`src/rtl/cic_interp_param.sv`:
```
// CIC interpolator with run-time power-of-two ratio, strobe-driven pipeline,
// half-up rounding, output saturation with sticky flag and flush on rate change.
module cic_interp_param #(
  parameter int N_STAGES      = 3,
  parameter int RATE_LOG2_MAX = 4,
  parameter int IN_W          = 16,
  parameter int OUT_W         = 16,
  parameter int RATE_W        = 3
) (
  input  logic                    clk,
  input  logic                    reset,
  input  logic                    clk_enable,
  input  logic [RATE_W-1:0]       rate_log2,
  input  logic                    sat_clr,
  input  logic signed [IN_W-1:0]  filter_in,
  output logic signed [OUT_W-1:0] filter_out,
  output logic                    ce_out,
  output logic                    sat_flag
);

  localparam int W    = IN_W + N_STAGES * RATE_LOG2_MAX;
  localparam int K_W  = (RATE_LOG2_MAX > 0) ? $clog2(RATE_LOG2_MAX + 1) : 1;
  localparam int PH_W = (RATE_LOG2_MAX > 0) ? RATE_LOG2_MAX : 1;
  localparam int S_W  = $clog2(W + 1) + 1;

  localparam logic [PH_W-1:0]  PH_ONES = '1;
  localparam logic signed [W:0] OUT_MAX = {{(W + 2 - OUT_W){1'b0}}, {(OUT_W - 1){1'b1}}};
  localparam logic signed [W:0] OUT_MIN = {{(W + 2 - OUT_W){1'b1}}, {(OUT_W - 1){1'b0}}};

  logic [K_W-1:0]  k_reg;
  logic [K_W-1:0]  k_req;
  logic [PH_W-1:0] phase_reg;
  logic [PH_W-1:0] phase_mask;
  logic            phase_zero;
  logic            rate_change;

  logic signed [W-1:0] comb_c    [0:N_STAGES];
  logic signed [W-1:0] delay_q   [1:N_STAGES];
  logic signed [W-1:0] integ_q   [1:N_STAGES];
  logic signed [W-1:0] stuffed;

  logic [S_W-1:0]      shift_amt;
  logic signed [W:0]   integ_ext;
  logic signed [W:0]   rnd_add;
  logic signed [W:0]   round_sum;
  logic signed [W:0]   y_shift;
  logic signed [OUT_W-1:0] sat_val;
  logic                sat_hit;

  always_comb begin
    if (int'(rate_log2) > RATE_LOG2_MAX) begin
      k_req = K_W'(RATE_LOG2_MAX);
    end else begin
      k_req = K_W'(rate_log2);
    end
  end

  assign phase_mask  = ~(PH_ONES << k_reg);
  assign phase_zero  = (phase_reg == '0);
  // Reset gates the strobe so upstream never sees a capture while held in reset.
  assign ce_out      = clk_enable & reset & phase_zero;
  assign rate_change = ce_out & (k_req != k_reg);

  always_ff @(posedge clk or negedge reset) begin
    if (!reset) begin
      k_reg     <= '0;
      phase_reg <= '0;
    end else if (clk_enable) begin
      if (rate_change) begin
        k_reg     <= k_req;
        phase_reg <= (k_req == '0) ? '0 : PH_W'(1);
      end else begin
        phase_reg <= (phase_reg + PH_W'(1)) & phase_mask;
      end
    end
  end

  assign comb_c[0] = W'(filter_in);

  genvar gi;
  generate
    for (gi = 1; gi <= N_STAGES; gi++) begin : g_comb
      logic signed [W-1:0] d_reg;
      assign comb_c[gi]  = comb_c[gi-1] - d_reg;
      assign delay_q[gi] = d_reg;
      always_ff @(posedge clk or negedge reset) begin
        if (!reset) begin
          d_reg <= '0;
        end else if (rate_change) begin
          d_reg <= '0;
        end else if (ce_out) begin
          d_reg <= comb_c[gi-1];
        end
      end
    end
  endgenerate

  assign stuffed = phase_zero ? comb_c[N_STAGES] : '0;

  generate
    for (gi = 1; gi <= N_STAGES; gi++) begin : g_integ
      logic signed [W-1:0] i_reg;
      logic signed [W-1:0] i_in;
      // Each stage adds the previous stage's old value, giving one enable of delay per stage.
      if (gi == 1) begin : g_first
        assign i_in = stuffed;
      end else begin : g_rest
        assign i_in = integ_q[gi-1];
      end
      assign integ_q[gi] = i_reg;
      always_ff @(posedge clk or negedge reset) begin
        if (!reset) begin
          i_reg <= '0;
        end else if (clk_enable) begin
          if (rate_change) begin
            i_reg <= '0;
          end else begin
            i_reg <= i_reg + i_in;
          end
        end
      end
    end
  endgenerate

  // Gain is R^(N-1) times the input width difference; strip it with round half-up.
  always_comb begin
    shift_amt = S_W'(N_STAGES - 1) * S_W'(k_reg) + S_W'(IN_W - OUT_W);
    integ_ext = {integ_q[N_STAGES][W-1], integ_q[N_STAGES]};
    rnd_add   = '0;
    if (shift_amt != '0) begin
      rnd_add = (W + 1)'(1) << (shift_amt - S_W'(1));
    end
    round_sum = integ_ext + rnd_add;
    y_shift   = round_sum >>> shift_amt;
    sat_hit   = 1'b0;
    sat_val   = y_shift[OUT_W-1:0];
    if (y_shift > OUT_MAX) begin
      sat_val = OUT_MAX[OUT_W-1:0];
      sat_hit = 1'b1;
    end else if (y_shift < OUT_MIN) begin
      sat_val = OUT_MIN[OUT_W-1:0];
      sat_hit = 1'b1;
    end
  end

  always_ff @(posedge clk or negedge reset) begin
    if (!reset) begin
      filter_out <= '0;
      sat_flag   <= 1'b0;
    end else begin
      if (clk_enable) begin
        filter_out <= rate_change ? '0 : sat_val;
      end
      if (clk_enable && !rate_change && sat_hit) begin
        sat_flag <= 1'b1;
      end else if (sat_clr) begin
        sat_flag <= 1'b0;
      end
    end
  end

endmodule

```
`config.mk`:
```
export PLATFORM = sky130hd
export DESIGN_NAME = cic_interp_param
export DESIGN_NICKNAME = d
export VERILOG_FILES = /design/src/rtl/cic_interp_param.sv
export SDC_FILE = /design/constraint.sdc
export NUM_CORES = 1
export LEC_CHECK = 0
export ABC_CLOCK_PERIOD_IN_PS = 10800
export CORE_MARGIN = 5
export CORE_UTILIZATION = 70
export DETAILED_ROUTE_END_ITERATION = 8
export DONT_BUFFER_PORTS = 1
export PLACE_DENSITY = 0.91
export SLEW_MARGIN = 20
export SYNTH_ARGS = -nofsm -noshare
export SYNTH_HDL_FRONTEND = slang
export SYNTH_SLANG_ARGS = --single-unit
```
`constraint.sdc`:
```
create_clock -name clk -period 10.8 [get_ports clk]
set_input_delay 2.16 -clock clk [delete_from_list [all_inputs] [get_ports clk]]
set_output_delay 2.16 -clock clk [all_outputs]
set_load 0.01 [all_outputs]
```
# After elaboration in Yosys (flattened, before gate mapping)
# Cells that the tools add are included.
# word_totals
input_bits	23
reg_bits	192
# classes
n_shift	3
n_eq_ne	1
n_mux	21
add_sub_neg	9
reduce_logical	9
magnitude_cmp	3
bitwise	5
# op_table
op	n
28-bit two-way mux	10
28-bit adder	3
28-bit subtractor	2
16-bit two-way mux	3
28-bit by 29-bit adder with 29-bit output	1
29-bit by 16-bit > comparator with 1-bit output (second input constant)	1
29-bit by 16-bit < comparator with 1-bit output (second input constant)	1
29-bit two-way mux	1
1-bit by 6-bit left shift with 29-bit output (first input constant)	1
29-bit by 4-bit >>> shifter with 29-bit output	1
16-bit by 28-bit subtractor with 28-bit output	1
6-bit nonzero test	1
1-bit two-way mux	5
4-bit by 1-bit subtractor with 5-bit output (second input constant)	1
4-bit by 1-bit adder with 4-bit output (second input constant)	1
4-bit AND	1
4-bit zero test	1
4-bit two-way mux	1
4-bit inverter	1
2-bit nonzero test	2
4-bit by 3-bit left shift with 4-bit output (first input constant)	1
1-bit AND	3
3-bit > comparator (second input constant)	1
3-bit zero test	1
other kinds (5)	6

# Logic depth before layout (Yosys ltp)
# depth
ltp_word	10
ltp_mapped	44
depth_no_buf	44

# Least setup slack after synthesis
# Ideal clock, no wire load.
# synth_path
path_kind	input to register
startpoint	input port filter_in[0]
endpoint	register g_integ[1].i_reg[27]
arrival_ns	9.002
setup_ns	0.132
stages	38
setup_slack_ns	1.666
cell_sequence	inv_1 ha_1 inv_1 fa_1 a21o_1 a21oi_1 o21bai_1 a21oi_1 o21bai_1 a21oi_1 o21bai_1 a21oi_1 o21bai_1 a21oi_1 xnor2_1 ha_1 a21o_1 a221oi_1 [... 2 more ...] or3_1 nor3_1 nor3_1 a41oi_1 nand2b_1 a21oi_1 xnor2_1 nor2_1 ha_1 and3_1 nand3_1 nand2_1 a41oi_1 a211o_1 o21ai_0 nor3_1 a311oi_1 o21ai_1
# synth_between
elab_chain_cells	6
# synth_lines
element	line	text
start, declared	15	input logic signed [IN_W-1:0] filter_in,
16-bit by 28-bit subtractor with 28-bit output	84	assign comb_c[gi] = comb_c[gi-1] - d_reg;
28-bit subtractor (2 in a row)	84	
28-bit two-way mux	98	assign stuffed = phase_zero ? comb_c[N_STAGES] : '0;
28-bit adder	118	i_reg <= i_reg + i_in;
28-bit two-way mux	115	if (rate_change) begin
end signal, assigned	118	
end, declared	102	logic signed [W-1:0] i_reg;
# Every way passes these cells.
# A chain may end at the register's enable or synchronous reset.

# Worst setup path after layout
# Ends and elaborated chain as after synthesis.

==> results.rst <==
.. list-table::
   :header-rows: 1

   * - Metric
     - Value
   * - Status
     - complete, no violations
   * - Reg-to-reg setup timing slack
     - 2.12 ns
   * - Number of rows created at floorplan
     - 55
   * - Cells after DPL
     - 2,147
   * - Worst-case headroom to the max-slew limit
     - 0.276
   * - Uppermost routed layer
     - met4
   * - Final Cycle Share
     - 0.929
   * - Max reg flops
     - 84
   * - Initial antenna violation count
     - 0
   * - Clock skew
     - 0.0288 ns
   * - Area of the die
     - 26,200 sq um
   * - Final-layout worst hold slack
     - 0.487 ns
   * - GP Congestion
     - 0.914
   * - Delay of the slowest critical-path stage
     - 0.59 ns
   * - Routed met1 length
     - 16.3 mm
   * - Dpl hpwl
     - 30.4 mm
   * - Highest fanout seen on the critical path
     - 6
   * - Die Span Y
     - 162 microns
   * - Synthesis warning total
     - 0
   * - Maximum count of clock buffers along a single path
     - 2
   * - Number of synthesized flops with an enable pin
     - 0
   * - RSZ-0062 raised after global routing
     - false
   * - Drt wl/cell
     - 19.7 microns
   * - # fillers
     - 1,592
   * - DRT iter0 DRCs
     - 1,464
   * - Final hold violation count
     - 0
   * - Placeable Area
     - 22,600 sq um
   * - Via count of the first global-routing pass
     - 15,000
   * - Antenna Cells
     - 0
   * - Minimum period implied by the final worst setup slack
     - 10.04 ns
   * - CP max stage cell
     - a221oi_1
   * - CTS Buf Count
     - 17
   * - Port-buffer cells
     - 0
   * - Routed length on met2
     - 21.7 mm
   * - Final max-slew violation count
     - 0
   * - Reg2Reg Capture Point
     - g_integ[1].i_reg[27]
   * - Routed vias/inst
     - 6.80
   * - Reg2Reg Launch Point
     - g_comb[1].d_reg[0]
   * - Share of post-route cells with drive strength above 1
     - 0.0554
   * - Remaining global-route overflow
     - 0
   * - Fraction of registers with async set/reset
     - 1.00
   * - Setup TNS
     - 0 ns
   * - Post-cts sizing count
     - 0
   * - Cell occurring most often along the worst timing path
     - a21oi_1
   * - Met3 wire length
     - 2.56 mm
   * - Register bit total from synthesis
     - 180
   * - Clk pin slew, worst setup/hold paths
     - 0.10 ns
   * - Cts-stage hold buffer count
     - 0
   * - Req. time, crit path
     - 11.13 ns
   * - Ys flop type
     - dfrtp_1
   * - Post-synth design cell area
     - 16,100 sq um
   * - Class of the most critical setup path
     - in -> reg
   * - Core Util, Final
     - 0.748
   * - Count of distinct cell types in the synthesized netlist
     - 97
   * - Detailed-route wire length
     - 43.0 mm
   * - Wire length of the first global-routing pass
     - 71.6 mm
   * - Worst-skew pair later-pin latency
     - 0.47 ns
   * - Maximum level of the CTS H-tree
     - 4
   * - Cell at the root of the clock tree
     - clkbuf_16
   * - Kind of end point of the critical path
     - register
   * - Gate count of the mapped netlist
     - 1,918
   * - Highest clock rate
     - 0.0996 GHz
   * - Kind of start point of the critical path
     - input port
   * - Die Wd
     - 162 microns
   * - Post-detailed-route DRC marker count
     - 0
   * - Sink count of the clock tree
     - 180
   * - Synthesis-to-finish area growth
     - 4.90%
   * - Maximum Capacitance Violations
     - 0
   * - Path depth of the worst reg2reg path
     - 39
   * - Setup crit end
     - g_integ[1].i_reg[27]
   * - Initial cell density of the core
     - 0.713
   * - Maximum number of pins on one net before global-route repair
     - 182
   * - Aggregate global-route resource usage
     - 0.328
   * - Postcts setup bufs
     - 0
   * - Synth Area per Inst
     - 8.41 sq um
   * - Number of vias after detailed routing
     - 14,800
   * - Worst path arrival time
     - 10.37 ns
   * - I/O pin cnt
     - 41
   * - Actual slew at the worst max-slew pin
     - 1.08 ns
   * - Count of antenna-violating nets left after detailed routing
     - 0
   * - CTS tree
     - yes
   * - Setup violations, final
     - 0
   * - Launching element of the worst setup path
     - filter_in[0]
   * - Hold/Removal Path Class
     - reg -> reg
   * - Initial DRT Pass Iterations
     - 6
   * - Final layout net count
     - 2,078
   * - Final non-filler cell total
     - 2,179
   * - Sequential fraction of the synthesis area
     - 0.279
cells by family (layout without fill, tap and decap cells):
kind of cell / Yosys count / count (layout) / synth area share
AO/OA/AOI/OAI: 651 / 651 / 0.275
XOR/XNOR: 145 / 145 / 0.0808
adder cells (fa/ha/maj): 174 / 174 / 0.138
buffers and inverters: 230 / 200 / 0.0557
flip-flops: 180 / 180 / 0.279
multiplexers: 29 / 29 / 0.0206
other: 1 / 7 / 0.000232
AND/OR/NAND/NOR: 508 / 508 / 0.151
worst max-delay path, delay by kind of cell:
family,cells,cell delay (ns)
XOR/XNOR,3,0.56
AO/OA/AOI/OAI,21,4.85
buffers and inverters,2,0.10
adder cells (fa/ha/maj),5,1.64
AND/OR/NAND/NOR,9,1.01
final cells by class:
| class | count | area [sq um] | area share |
|---|---|---|---|
| inverter | 157 | 589 | 0.0348 |
| multi-input combinational | 1514 | 10800 | 0.636 |
| timing repair buffer | 11 | 82.6 | 0.00488 |
| clock inverter | 15 | 198 | 0.0117 |
| tap | 285 | 357 | 0.0211 |
| clock buffer | 17 | 425 | 0.0251 |
| sequential | 180 | 4500 | 0.266 |
cell usage after synthesis, types with 8 or more instances:
cell type	n	area (sq um)
a211oi_1	16	120
a21o_1	74	556
a21oi_1	128	641
a22o_1	10	87.6
a22oi_1	8	60.1
a31oi_1	18	113
and2_1	9	56.3
and3_1	15	93.8
buf_1	10	37.5
clkbuf_1	56	210
dfrtp_1	180	4500
ha_1	168	2100
inv_1	153	574
mux2i_1	22	220
nand2_1	139	522
nand2b_1	22	138
nand3_1	61	305
nand4_1	12	75.1
nor2_1	134	503
nor2b_1	24	150
nor3_1	35	175
o211a_1	8	80.1
o211ai_1	14	105
o21a_1	11	82.6
o21ai_0	161	806
o21bai_1	33	248
o22ai_1	15	93.8
o2bb2ai_1	47	412
o31a_1	8	70.1
o31ai_1	9	67.6
or2_2	10	62.6
or3_1	11	68.8
xnor2_1	99	867
xor2_1	44	385
layer usage:
layer  up-vias  track usage
met5         -            0
met4         0        0.176
met3       213       0.0538
met2       651        0.583
met1      7079        0.378
li1       6864            -
worst min-delay path by stage:
| stage | start | end | depth (start not counted) |
|---|---|---|---|
| floorplan | phase_reg[3] | phase_reg[3] | 1 |
| global placement | phase_reg[3] | phase_reg[3] | 1 |
| detailed placement | g_comb[2].d_reg[17] | g_comb[2].d_reg[17] | 1 |
| CTS | g_comb[2].d_reg[17] | g_comb[2].d_reg[17] | 1 |
| global route | g_comb[2].d_reg[21] | g_comb[2].d_reg[21] | 1 |
| finish | g_comb[2].d_reg[17] | g_comb[2].d_reg[17] | 1 |
through the flow:
step | instance area (sq um) | setup slack [ns]
after global routing | 16900 | 0.184
after floorplan | 16200 | 1.67
after global placement | 16300 | 0.996
after CTS | 16900 | 0.976
final | 16900 | 0.762
after detailed placement | 16300 | 0.695
placed cells by master (no fill, tap or decap), types with 24 or more instances in the layout:
| cell | count |
|---|---|
| nor2b_1 | 24 |
| o21ai_0 | 161 |
| a21oi_1 | 128 |
| a21o_1 | 74 |
| xnor2_1 | 99 |
| nor3_1 | 35 |
| inv_1 | 152 |
| nor2_1 | 133 |
| dfrtp_1 | 180 |
| nand3_1 | 61 |
| o2bb2ai_1 | 47 |
| o21bai_1 | 33 |
| xor2_1 | 44 |
| nand2_1 | 137 |
| ha_1 | 168 |
Power is left out: the tool's default activity adds up to more than one toggle a clock period on the data nets, which glitch-free logic cannot reach.
